==> src/rtl/mem_stage_sram_ctrl.sv <==
// mem_stage_sram_ctrl
// Memory-stage responder between the EXE and MEM pipeline registers. A 32-bit
// load or store is served as two half-word accesses (low half, then high half)
// against an external asynchronous 16-bit SRAM. ready is held low to freeze the
// pipeline until the access completes.
//
// Handshake: the EXE side presents MEM_R_EN/MEM_W_EN with ALU_result/ST_val and
// keeps them stable while ready=0; the transfer is complete on the rising edge
// where ready=1 (IDLE with no request, or the single DONE cycle).
//
// Ports:
//   clk, rst            clock, synchronous active-high reset
//   MEM_R_EN, MEM_W_EN  load / store request (store wins if both high)
//   ALU_result          byte address; ST_val store data
//   ready               1 = pipeline may advance, 0 = freeze
//   read_data           load result, valid while ready=1 in DONE
//   SRAM_ADDR           half-word address {word[16:0], half}
//   SRAM_DQ_out/_oe     write data and its output enable
//   SRAM_DQ_in          read data from SRAM
//   SRAM_WE_N           active-low write strobe
//   dbg_state           current FSM state (IDLE=0, LOW=1, HIGH=2, DONE=3)
//
// Optional feature macro: MEM_READ_BUFFER_EN adds a one-entry buffer of the
// last completed load so a repeated load of the same word finishes in IDLE.
module mem_stage_sram_ctrl #(
  parameter logic [31:0] ADDR_BASE    = 32'd1024,
  parameter int unsigned PHASE_CYCLES = 2
) (
  input  logic        clk,
  input  logic        rst,
  input  logic        MEM_R_EN,
  input  logic        MEM_W_EN,
  input  logic [31:0] ALU_result,
  input  logic [31:0] ST_val,
  output logic        ready,
  output logic [31:0] read_data,
  output logic [17:0] SRAM_ADDR,
  output logic [15:0] SRAM_DQ_out,
  output logic        SRAM_DQ_oe,
  input  logic [15:0] SRAM_DQ_in,
  output logic        SRAM_WE_N,
  output logic [1:0]  dbg_state
);

  typedef enum logic [1:0] {
    IDLE = 2'd0,
    LOW  = 2'd1,
    HIGH = 2'd2,
    DONE = 2'd3
  } state_e;

  localparam logic [3:0] LAST_CNT = 4'(PHASE_CYCLES - 1);

  state_e      state_q, state_d;
  logic [3:0]  cnt_q, cnt_d;
  logic        store_q, store_d;
  logic [29:0] word_q, word_d;
  logic [17:0] addr_q, addr_d;
  logic [15:0] dq_out_q, dq_out_d;
  logic [31:0] read_data_q, read_data_d;

  logic        req;
  logic [31:0] offset;
  logic [29:0] req_word;
  logic        active;
  logic        last_cycle;
  logic        sig_unused;

  assign req      = MEM_R_EN | MEM_W_EN;
  assign offset   = ALU_result - ADDR_BASE;
  assign req_word = offset[31:2];
  // Byte-lane bits are ignored; upper word bits only matter for buffer matching.
  assign sig_unused = &{1'b0, offset[1:0], word_q[29:17]};

`ifdef MEM_READ_BUFFER_EN
  logic        buf_valid_q, buf_valid_d;
  logic [29:0] buf_word_q, buf_word_d;
  logic [31:0] buf_data_q, buf_data_d;
  logic        buf_hit;

  assign buf_hit = MEM_R_EN && !MEM_W_EN && buf_valid_q && (buf_word_q == req_word);

  // Refresh the entry when an access finishes: a load replaces it, a store to
  // the buffered word keeps the data coherent, other stores leave it alone.
  always_comb begin
    buf_valid_d = buf_valid_q;
    buf_word_d  = buf_word_q;
    buf_data_d  = buf_data_q;
    if (state_q == DONE) begin
      if (!store_q) begin
        buf_valid_d = 1'b1;
        buf_word_d  = word_q;
        buf_data_d  = read_data_q;
      end else if (buf_valid_q && (buf_word_q == word_q)) begin
        buf_data_d  = ST_val;
      end
    end
  end

  always_ff @(posedge clk) begin
    if (rst) begin
      buf_valid_q <= 1'b0;
      buf_word_q  <= '0;
      buf_data_q  <= '0;
    end else begin
      buf_valid_q <= buf_valid_d;
      buf_word_q  <= buf_word_d;
      buf_data_q  <= buf_data_d;
    end
  end
`endif

  assign last_cycle = (cnt_q == LAST_CNT);

  always_comb begin
    state_d     = state_q;
    cnt_d       = cnt_q;
    store_d     = store_q;
    word_d      = word_q;
    addr_d      = addr_q;
    dq_out_d    = dq_out_q;
    read_data_d = read_data_q;
    ready       = 1'b0;
    case (state_q)
      IDLE: begin
        ready = ~req;
        if (req) begin
`ifdef MEM_READ_BUFFER_EN
          if (buf_hit) begin
            ready       = 1'b1;
            read_data_d = buf_data_q;
          end else
`endif
          begin
            state_d = LOW;
            cnt_d   = '0;
            store_d = MEM_W_EN;
            word_d  = req_word;
            addr_d  = {req_word[16:0], 1'b0};
            if (MEM_W_EN) dq_out_d = ST_val[15:0];
          end
        end
      end
      LOW: begin
        if (last_cycle) begin
          if (!store_q) read_data_d[15:0] = SRAM_DQ_in;
          state_d = HIGH;
          cnt_d   = '0;
          addr_d  = {word_q[16:0], 1'b1};
          if (store_q) dq_out_d = ST_val[31:16];
        end else begin
          cnt_d = cnt_q + 4'd1;
        end
      end
      HIGH: begin
        if (last_cycle) begin
          if (!store_q) read_data_d[31:16] = SRAM_DQ_in;
          state_d = DONE;
          cnt_d   = '0;
        end else begin
          cnt_d = cnt_q + 4'd1;
        end
      end
      DONE: begin
        ready   = 1'b1;
        state_d = IDLE;
      end
      default: state_d = IDLE;
    endcase
  end

  always_ff @(posedge clk) begin
    if (rst) begin
      state_q     <= IDLE;
      cnt_q       <= '0;
      store_q     <= 1'b0;
      word_q      <= '0;
      addr_q      <= '0;
      dq_out_q    <= '0;
      read_data_q <= '0;
    end else begin
      state_q     <= state_d;
      cnt_q       <= cnt_d;
      store_q     <= store_d;
      word_q      <= word_d;
      addr_q      <= addr_d;
      dq_out_q    <= dq_out_d;
      read_data_q <= read_data_d;
    end
  end

  // SRAM strobes decode only registered state; the last cycle of each phase
  // releases WE_N so address and data are held past the write edge.
  assign active      = (state_q == LOW) || (state_q == HIGH);
  assign SRAM_DQ_oe  = store_q && active;
  assign SRAM_WE_N   = ~(store_q && active && !last_cycle);
  assign SRAM_ADDR   = addr_q;
  assign SRAM_DQ_out = dq_out_q;
  assign read_data   = read_data_q;
  assign dbg_state   = state_q;

endmodule
==> config.mk <==
export PLATFORM = sky130hd
export DESIGN_NAME = mem_stage_sram_ctrl
export DESIGN_NICKNAME = d
export VERILOG_FILES = /design/src/rtl/mem_stage_sram_ctrl.sv
export SDC_FILE = /design/constraint.sdc
export NUM_CORES = 1
export LEC_CHECK = 0
export BUFFER_PORTS_ARGS = -buffer_cell sky130_fd_sc_hd__buf_2
export CAP_MARGIN = 40
export CORE_ASPECT_RATIO = 1.75
export CORE_MARGIN = 2
export CORE_UTILIZATION = 34
export CTS_CLUSTER_SIZE = 25
export DETAILED_ROUTE_END_ITERATION = 8
export GPL_TIMING_DRIVEN = 0
export PLACE_DENSITY = 0.65
export SYNTH_ARGS = -nofsm -noshare
export SYNTH_HDL_FRONTEND = slang
export SYNTH_SLANG_ARGS = --single-unit
==> constraint.sdc <==
create_clock -name clk -period 2.9 [get_ports clk]
set_clock_uncertainty 0.15 [all_clocks]
set_input_delay 0.29 -clock clk [delete_from_list [all_inputs] [get_ports clk]]
set_output_delay 0.29 -clock clk [all_outputs]
set_load 0.005 [all_outputs]
==> results.md, run 1 <==
* Status: completed
* N_diodes at 0
* Final setup fails at 0
* Arr. time, crit path at 1.95 ns
* Dpl hpwl at between 8000 and 9000 um
* Core area at around 0.011 mm2
* Post-Layout Inst Area at around 0.0050 mm2
* IO Count at 155
* Root Buffer: clkbuf_16
* Most frequent cells in the layout: buf_2 (150), nand2_1 (94), dfxtp_1 (90), a21oi_1 (47), nor2_1 (45)
* Syn_nets at between 500 and 600
* Final ANT Viol Nets at 0
* Final worst-path cycle share at slightly above 80%
* Switch Pwr at roughly 1700 uW
* Worst VDD drop at between 0.5 and 0.6 mV
* DR iter-0 viols at ~130
* Combinational family with the most area after synthesis: simple AND/OR/NAND/NOR gates
* Die Area at roughly 0.012 mm2
* Worst Setup Start Kind: flip-flop
* Highest clock rate at around 0.42 GHz
* Setup TNS at 0 ns
* Minimum clock period at ~2.4 ns
* Die H at 145 um
* Place WS at between 0.6 and 0.7 ns
* Clock sinks at 90
* Critical-path maximum fanout at 9
* Prevailing post-synth register cell: dfxtp_1
* Synth cell types at 45
* Hold Vio Cnt, Final at 0
* Yosys warns at 0
* Final WS setup at roughly 0.5 ns
* Clk_lat worst skew at about 0.33 ns
* PortBufs at 139
* Asr flop ratio synth at 0%
* Placer Congestion at between 0.8 and 0.9
* Cell Area, Synth at between 0.003 and 0.004 mm2
* Rows at 51
* Number of global-route vias before repair at roughly 3600
* Cell count after synthesis at between 400 and 500
* Resized Gates After CTS at 0
* Clock network power share at 24.6%
* Fillers at 1133
* Synth Area per Inst at a little under 9 um2
* H-Tree Depth at 3
* RSZ-0062 raised after global routing: no
* Synth area leader: dfxtp_1
* Pwr Density at between 900 and 1000 mW/mm2
* Mux cell area share after synthesis at about 7.8%
* #FFs+latches synth at 90
* Top post-synthesis cells by area: dfxtp_1 (47%), nand2_1 (9.1%), mux2i_1 (7.8%)
* Layout cells sized above 1 at between 20% and 30%
* CTS tree: done
* Worst-path clk slew at ~0.06 ns
* Rel. slew slack at 50.3%
* Die Wd at about 85 um
* Total GRT Usage at ~18%
* Commonest non-fill, non-tap cell in the layout: buf_2
* Placement Cell Area at roughly 0.0047 mm2
* Drt pass-1 iters at 4
* Combinational share of power at roughly 40%
* Max_cap viols at 0
* Worst hold path type: in2reg
* Endpoint class of the critical path: output port
* Drt wl/cell at ~15 um
* Clk buf depth at 2
* Simple-gate share of the synthesized area at between 10% and 20%
* DR DRC count at 0
* Switching Share at between 30% and 40%
* Largest net degree at the start of global routing at 15
* First-pass GRT wire length at 17300 um
* Reg power frac at a little over a third
* Multi-input logic area at approximately 0.0019 mm2
* GRT overflow at 0
* Starting Density at 34.9%
* CP required at 2.46 ns
* DR vias at ~3600
* Total Power at 4690 uW
* Initial antenna violation count at 0
* Nets@finish at around 690
* Sequential Area at 0.00180 mm2
* Worst slew pin tran at between 0.7 and 0.8 ns
* Layout area overhead at 29.9%
* Drt total wl at approximately 11000 um
* CP Class: reg2out
* Hold buffers post-CTS at 0
* Pint at ~3000 uW
* XOR/XNOR Fraction of Synth Area at roughly 1.4%
* Vias per cell at 4.91
* Hold path cells at 3
* Postcts setup bufs at 0
* Cell leakage power at ~0.0022 uW
* Yosys top cell area share at between 40% and 50%
* Proportion of synthesized chip area in sequential cells at about 47%
* R2R cell count at 7
* Post-synthesis adder-cell area fraction at under 10%
* CTS Buf Count at 9
* Post-synth EDFFs at 0
* Slew Viols, Final at 0
* Post-synthesis compound-gate area fraction at 17.1%
## through the flow
stage	cells	util (%)	hold slack, ns
finish	734	45.3	0.0522
global route	734	45.3	0.0498
CTS	734	45.3	0.0436
detailed placement	718	42.6	0.294
global placement	718	42.6	0.289
floorplan	447	-	0.236
## power groups by stage
stage / clock [uW] / sequential, uW / combinational (uW)
after global routing: 1220 / 1740 / 2050
final: 1150 / 1710 / 1830
after floorplan: 0 / 1730 / 1190
after global placement: 0 / 1720 / 1790
after detailed placement: 0 / 1740 / 1850
after CTS: 1180 / 1710 / 1850
## registers in the layout (all words and copies together) (netlist names)
signal,count
store_q,1
dbg_state,2
read_data,32
SRAM_DQ_out,16
cnt_q,4
word_q,17
SRAM_ADDR,18
## worst paths after layout
| path | from | endpoint | slack, ns |
|---|---|---|---|
| worst min register to register | read_data[24] | read_data[24] | 0.30 |
| worst max register to register | dbg_state[1] | SRAM_DQ_out[8] | 0.63 |
| worst min-delay path | SRAM_DQ_in[11] | read_data[27] | 0.05 |
| worst max-delay path | dbg_state[0] | ready | 0.51 |
## Yosys cell counts (4+ instances only)
cell      number
nand2_1       94
dfxtp_1       90
a21oi_1       47
nor2_1        45
a211oi_1      30
mux2i_1       30
clkbuf_1      13
o21ai_0       12
buf_2         11
ha_1           7
inv_1          7
nand3_1        6
nand2b_1       5
buf_6          4
xnor2_1        4
## critical path: stages (launching register included)
cell     delay (ns)
dfxtp_1        0.34
inv_1          0.11
ha_1           0.15
buf_4          0.15
or3b_1         0.34
buf_2          0.16
a21oi_1        0.22
buf_2          0.15
## final cells by class
cell class | count | area share (%)
well taps | 132 | 3.28
clock inverters | 4 | 1.02
repair buffers | 139 | 13.8
plain buffers | 31 | 3.66
multi-input cells | 319 | 37.0
flip-flops and latches | 90 | 35.8
inverters | 7 | 0.522
clock buffers | 12 | 4.90
## cells by family after synthesis
group | Yosys count
AOI/OAI and AO/OA | 105
DFF | 90
and+or+nand+nor | 171
xor gates and xnor gates | 6
muxes | 30
adders and majority gates | 7
buffers and inverters | 38
## routing by layer
| layer | GRT usage [%] | share of wire (%) | vias up |
|---|---|---|---|
| met5 | 0 | 0 | - |
| met4 | 6.98 | 2.1 | 0 |
| met3 | 3.47 | 5.0 | 15 |
| met2 | 33.6 | 55 | 99 |
| met1 | 18.1 | 38 | 1654 |
| li1 | - | - | 1836 |
(Power assumes the default switching activity.)
==> run 2: changes to the inputs <==
clock period = 2.45 ns   (was 2.9 ns; I/O delays follow)
==> results.md, run 2 (synthesized netlist as in run 1, its figures left out) <==
* R2R cell count at 9 (+2)
* Combinational share of power at 39.1% (about the same)
* DR vias at 3639 (+0.97%)
* CP required at 2.06 ns (-0.40 ns)
* Switching Share at 36.0% (about the same)
* Dpl hpwl at 8410 um (unchanged)
* Starting Density at 34.9% (unchanged)
* Vias per cell at 4.94 (+0.70%)
* Drt wl/cell at 14.6 um (-0.23%)
* Reg power frac at 36.4% (about the same)
* N_diodes at 0 (unchanged)
* Worst-path clk slew at 0.06 ns (about the same)
* Slew Viols, Final at 0 (unchanged)
* RSZ-0062 raised after global routing: no
* Die Wd at 84.7 um (unchanged)
* Post-Layout Inst Area at 0.00505 mm2 (+0.47%)
* Fillers at 1132 (-0.088%)
* Critical-path top delay cell: dfxtp_1
* Drt pass-1 iters at 4 (unchanged)
* Max_cap viols at 0 (unchanged)
* Hold path cells at 3 (unchanged)
* Clock network power share at 24.5% (about the same)
* Total Power at 5560 uW (+18%)
* Worst Setup Start Kind: flip-flop
* Bufs and invs on worst path at 4 (unchanged)
* Pint at 3560 uW (+19%)
* Hold_ws at 0.00922 ns (-0.0429 ns)
* Postcts setup bufs at 0 (unchanged)
* Worst VDD drop at 0.624 mV (+18%)
* CTS tree: done
* Clk buf depth at 2 (unchanged)
* Instance count on the critical path at 7 (unchanged)
* Worst stage delay on the critical path at 0.34 ns (about the same)
* Die Area at 0.0123 mm2 (unchanged)
* Clk_lat worst skew at 0.33 ns (about the same)
* Rows at 51 (unchanged)
* Final setup fails at 0 (unchanged)
* Max reg flops at 32 (unchanged)
* PortBufs at 139 (unchanged)
* Total GRT Usage at 17.6% (unchanged)
* DR DRC count at 0 (unchanged)
* Critical-path cell list: inv_1 > ha_1 > buf_4 > or3b_1 > buf_2 > a21oi_1 > buf_2
* Rel. slew slack at 50.3% (about the same)
* CTS Buf Count at 9 (unchanged)
* Root Buffer: clkbuf_16
* Worst slew pin tran at 0.740 ns (-0.0000965 ns)
* Pwr Density at 1100 mW/mm2 (+18%)
* Minimum clock period at ~2.3 ns
* Final ANT Viol Nets at 0 (unchanged)
* Hold Vio Cnt, Final at 0 (unchanged)
* Status: completed
* Top delay family on crit path: buffers and inverters
* Arr. time, crit path at 1.95 ns (about the same)
* Cell leakage power at 0.00220 uW (+0.39%)
* Commonest non-fill, non-tap cell in the layout: buf_2
* Final Util at 45.5% (+0.21 points)
* Critical R2R Launch: dbg_state[1]
* Setup TNS at 0 ns (unchanged)
* Final worst-path cycle share at 95.6%
* Largest net degree at the start of global routing at 15 (unchanged)
* DR iter-0 viols at 132 (+2.3%)
* Placement Cell Area at 0.00473 mm2 (unchanged)
* Initial antenna violation count at 0 (unchanged)
* Nets@finish at 690 (+0.29%)
* Layout area overhead at 30.5%
* Die H at 145 um (unchanged)
* Most frequent CP cell: buf_2
* Core area at 0.0111 mm2 (unchanged)
* Number of global-route vias before repair at 3623 (+0.055%)
* Setup crit start: dbg_state[0]
* Layout cells sized above 1 at 29.8% (+0.067 points)
* IO Count at 155 (unchanged)
* Worst hold path type: in2reg
* Drt total wl at 10700 um (about the same)
* Switch Pwr at 2000 uW (+18%)
* First-pass GRT wire length at 17300 um (unchanged)
* Critical-path maximum fanout at 9 (unchanged)
* CP Class: reg2out
* GRT overflow at 0 (unchanged)
* H-Tree Depth at 3 (unchanged)
* Hold wc startpoint: SRAM_DQ_in[14]
* Clock sinks at 90 (unchanged)
* Highest clock rate at around 0.43 GHz
* Most frequent cells in the layout: buf_2 (150), nand2_1 (94), dfxtp_1 (90), a21oi_1 (46), nor2_1 (45)
* Placer Congestion at 0.814 (unchanged)
* Endpoint class of the critical path: output port
==> run 2: cell types whose count changed in the layout (fill, tap and decap cells not counted) <==
cell / delta
dlygate4sd3_1: +2
a21oi_1: -1
a21oi_2: +1
==> run 2: layout make-up <==
cell class              instances  area, um2  share of cell area, %
plain buffers                  31        184                   3.64
clock buffers                  12        246                   4.88
clock inverters                 4       51.3                   1.01
inverters                       7       26.3                  0.520
multi-input cells             319       1860                   36.9
flip-flops and latches         90       1800                   35.6
well taps                     132        165                   3.27
repair buffers                141        716                   14.2
==> run 2: stage by stage <==
| step | cells | worst slack, ns |
|---|---|---|
| 6_report | 736 | 0.107 |
| 5_1_grt | 736 | 0.00125 |
| 4_1_cts | 736 | 0.0775 |
| 3_5_place_dp | 718 | 0.171 |
| 3_3_place_gp | 718 | 0.238 |
| 2_1_floorplan | 447 | 0.446 |
==> run 2: path summary, 6_finish.rpt <==
check,to,slack (ns)
worst max-delay path,ready,0.11
worst min-delay path,read_data[30],0.009
worst max register to register,SRAM_ADDR[15],0.20
worst min register to register,read_data[24],0.30
==> run 2: per-layer routing <==
metal,vias to the layer above,routed length (um),GRT usage [%]
met2,102,5940,33.6
met1,1680,4010,18.1
met3,17,532,3.47
met5,-,0,0
li1,1840,-,-
met4,0,253,6.98
==> run 2: power by group through the flow <==
| stage | Combinational, uW | Clock (uW) | Sequential, uW |
|---|---|---|---|
| 4_1_cts | 2200 | 1400 | 2020 |
| 3_5_place_dp | 2190 | 0 | 2050 |
| 6_report | 2170 | 1360 | 2020 |
| 5_1_grt | 2430 | 1450 | 2060 |
| 3_3_place_gp | 2120 | 0 | 2040 |
| 2_1_floorplan | 1410 | 0 | 2050 |
==> run 2: timing repair <==
action | CTS | global route
endpoints found under the hold margin | 2 | 0
gates resized for setup | 0 | 1
endpoints found under the setup margin | 0 | 1
hold buffers | 2 | 0
==> run 2: worst reg2reg max path, stage by stage, from the launching register on <==
cell	delay, ns
dfxtp_1	0.40
inv_1	0.09
ha_1	0.18
buf_4	0.16
or3b_1	0.15
buf_2	0.15
a21boi_4	0.24
buf_2	0.31
nor2_1	0.10
a31o_2	0.21
==> run 3: changes to the inputs <==
CORE_UTILIZATION = 25   (was 34)
PLACE_DENSITY = 0.52   (was 0.65)
==> results.md, run 3 (synthesized netlist as in run 1, its figures left out) <==
* Status: completed
* Layout area overhead at 35.4%
* Layout Cells excl Fill at 803 (+9.1%)
* Die Area at 0.0165 mm2 (+35%)
* Final ANT Viol Nets at 0 (unchanged)
* Number of global-route vias before repair at 3806 (+5.1%)
* First-pass GRT wire length at 18900 um (+9.2%)
* Placement Cell Area at 0.00481 mm2 (+1.6%)
* Layout cells sized above 1 at 30.6% (+0.83 points)
* Worst-path clk slew at 0.07 ns (about the same)
* GRT overflow at 0 (unchanged)
* Die Wd at 98.1 um (+16%)
* Setup TNS at 0 ns (unchanged)
* Pwr Density at 1070 mW/mm2 (-2.5%)
* Top delay family on crit path: buffers and inverters
* Drt pass-1 iters at 5 (+1)
* Rel. slew slack at 57.3% (+7.0 points)
* Critical-path top delay cell: dfxtp_1
* H-Tree Depth at 3 (unchanged)
* CTS Buf Count at 9 (unchanged)
* Clk_lat worst skew at 0.34 ns (about the same)
* Placer Congestion at 0.777 (-4.6%)
* RSZ-0062 raised after global routing: no
* Commonest non-fill, non-tap cell in the layout: buf_2
* Dpl cells at 773 (+7.7%)
* Worst stage delay on the critical path at 0.37 ns (+0.03 ns)
* DR iter-0 viols at 99 (-25%)
* Bufs and invs on worst path at 4 (unchanged)
* Drt total wl at 12300 um (+15%)
* Total GRT Usage at 14.5% (-3.1 points)
* Root Buffer: clkbuf_16
* Final worst-path cycle share at 92.6% (-3.0 points)
* Largest net degree at the start of global routing at 17 (+2)
* CP required at 2.06 ns (about the same)
* DR vias at 3747 (+3.0%)
* Worst Setup Start Kind: flip-flop
* Hold_ws at 0.0134 ns (+0.00421 ns)
* CP Class: reg2out
* Clock sinks at 90 (unchanged)
* Rows at 60 (+18%)
* GR met1 Demand/Resource at 14.7% (-3.4 points)
* CTS tree: done
* Final setup fails at 0 (unchanged)
* Most frequent CP cell: buf_2
* Hold Vio Cnt, Final at 0 (unchanged)
* Cell leakage power at 0.00225 uW (+2.4%)
* Post-Layout Inst Area at 0.00524 mm2 (+3.7%)
* Global Route met2 Usage at 28.1% (-5.5 points)
* PortBufs at 139 (unchanged)
* GR peak layer: met2
* Nets@finish at 703 (+1.9%)
* Drt wl/cell at 15.3 um (+5.1%)
* Most frequent cells in the layout: buf_2 (149), nand2_1 (94), dfxtp_1 (89), nor2_1 (45), a21oi_1 (45)
* DR DRC count at 0 (unchanged)
* Met3 usage at 2.89% (-0.58 points)
* Max reg flops at 32 (unchanged)
* Postcts setup bufs at 0 (unchanged)
* Critical-path cell list: inv_2 > ha_1 > buf_4 > or3b_1 > buf_2 > a21oi_2 > buf_2
* IO Count at 155 (unchanged)
* Max_cap viols at 0 (unchanged)
* Dpl hpwl at 9510 um (+13%)
* Worst VDD drop at 0.366 mV (-41%)
* Worst slew pin tran at 0.641 ns (-0.0996 ns)
* Multi-input logic area at 0.00187 mm2 (+0.47%)
* Worst hold path type: in2reg
* Starting Density at 25.4% (-9.5 points)
* Slew Viols, Final at 0 (unchanged)
* Die H at 169 um (+16%)
* Endpoint class of the critical path: output port
* Critical-path maximum fanout at 9 (unchanged)
* Core area at 0.0152 mm2 (+37%)
* N_diodes at 0 (unchanged)
* Sequential Area at 0.00180 mm2 (about the same)
* Vias per cell at 4.67 (-5.6%)
* Initial antenna violation count at 0 (unchanged)
* Clk buf depth at 2 (unchanged)
* Highest clock rate at 0.441 GHz (+3.3%)
* Minimum clock period at 2.27 ns (-0.0741 ns)
* Arr. time, crit path at 1.87 ns (-0.08 ns)
* Fillers at 1626 (+44%)
run 3: cell types whose count changed in the layout (fill, tap and decap cells not counted), sizes merged:
cell	before	now
inv	7	9
bufinv	1	0
dlygate4sd3	2	14
clkbuf	27	25
clkinv	2	3
clkinvlp	1	2
run 3: tightest hold or removal path, delay by kind of cell:
kind,cells,cell delay [ns]
buffers and inverters,1,0.11
and+or+nand+nor,1,0.05
AOI/OAI and AO/OA,1,0.05
run 3: path summary, 6_finish.rpt:
path | from | to | slack, ns | depth (start not counted)
setup reg to reg | dbg_state[0] | SRAM_ADDR[9] | 0.19 | 9
hold / removal | SRAM_DQ_in[1] | read_data[1] | 0.01 | 3
hold reg to reg | read_data[16] | read_data[16] | 0.30 | 2
setup / recovery | dbg_state[0] | ready | 0.18 | 7
run 3: per-layer routing:
metal | vias to the layer above | routed length, um
met4 | 0 | 343
li1 | 1863 | -
met2 | 105 | 6720
met3 | 22 | 558
met1 | 1757 | 4700
met5 | - | 0
run 3: area by class of cell:
cell class                      instances  area share, %
Buffer                                 31           3.60
Clock buffer                            9           4.29
Clock inverter                          7          0.978
Inverter                                7          0.501
Multi-Input combinational cell        319           35.7
Sequential cell                        90           34.4
Tap cell                              186           4.44
Timing Repair Buffer                  154           16.1
run 3: power by group:
part | internal, uW | switching [uW] | leakage (uW)
combinational | 952 | 1330 | 0.00138
sequential | 1820 | 208 | 0.000737
clock | 693 | 609 | 0.000132
run 3: timing repair:
| action | 4_1_cts | 5_1_grt |
|---|---|---|
| gates resized for setup | 0 | 10 |
| hold buffers | 14 | 0 |
| setup endpoints to repair | 0 | 28 |
| hold endpoints to repair | 16 | 0 |
run 3: metrics by stage:
stage	util, %	total power, uW	worst slack [ns]
after floorplan	-	3460	0.446
after global placement	31.5	4260	0.143
after detailed placement	31.6	4330	0.0527
after CTS	34.3	5670	0.0220
after global routing	34.4	5990	0.0353
final	34.4	5620	0.181
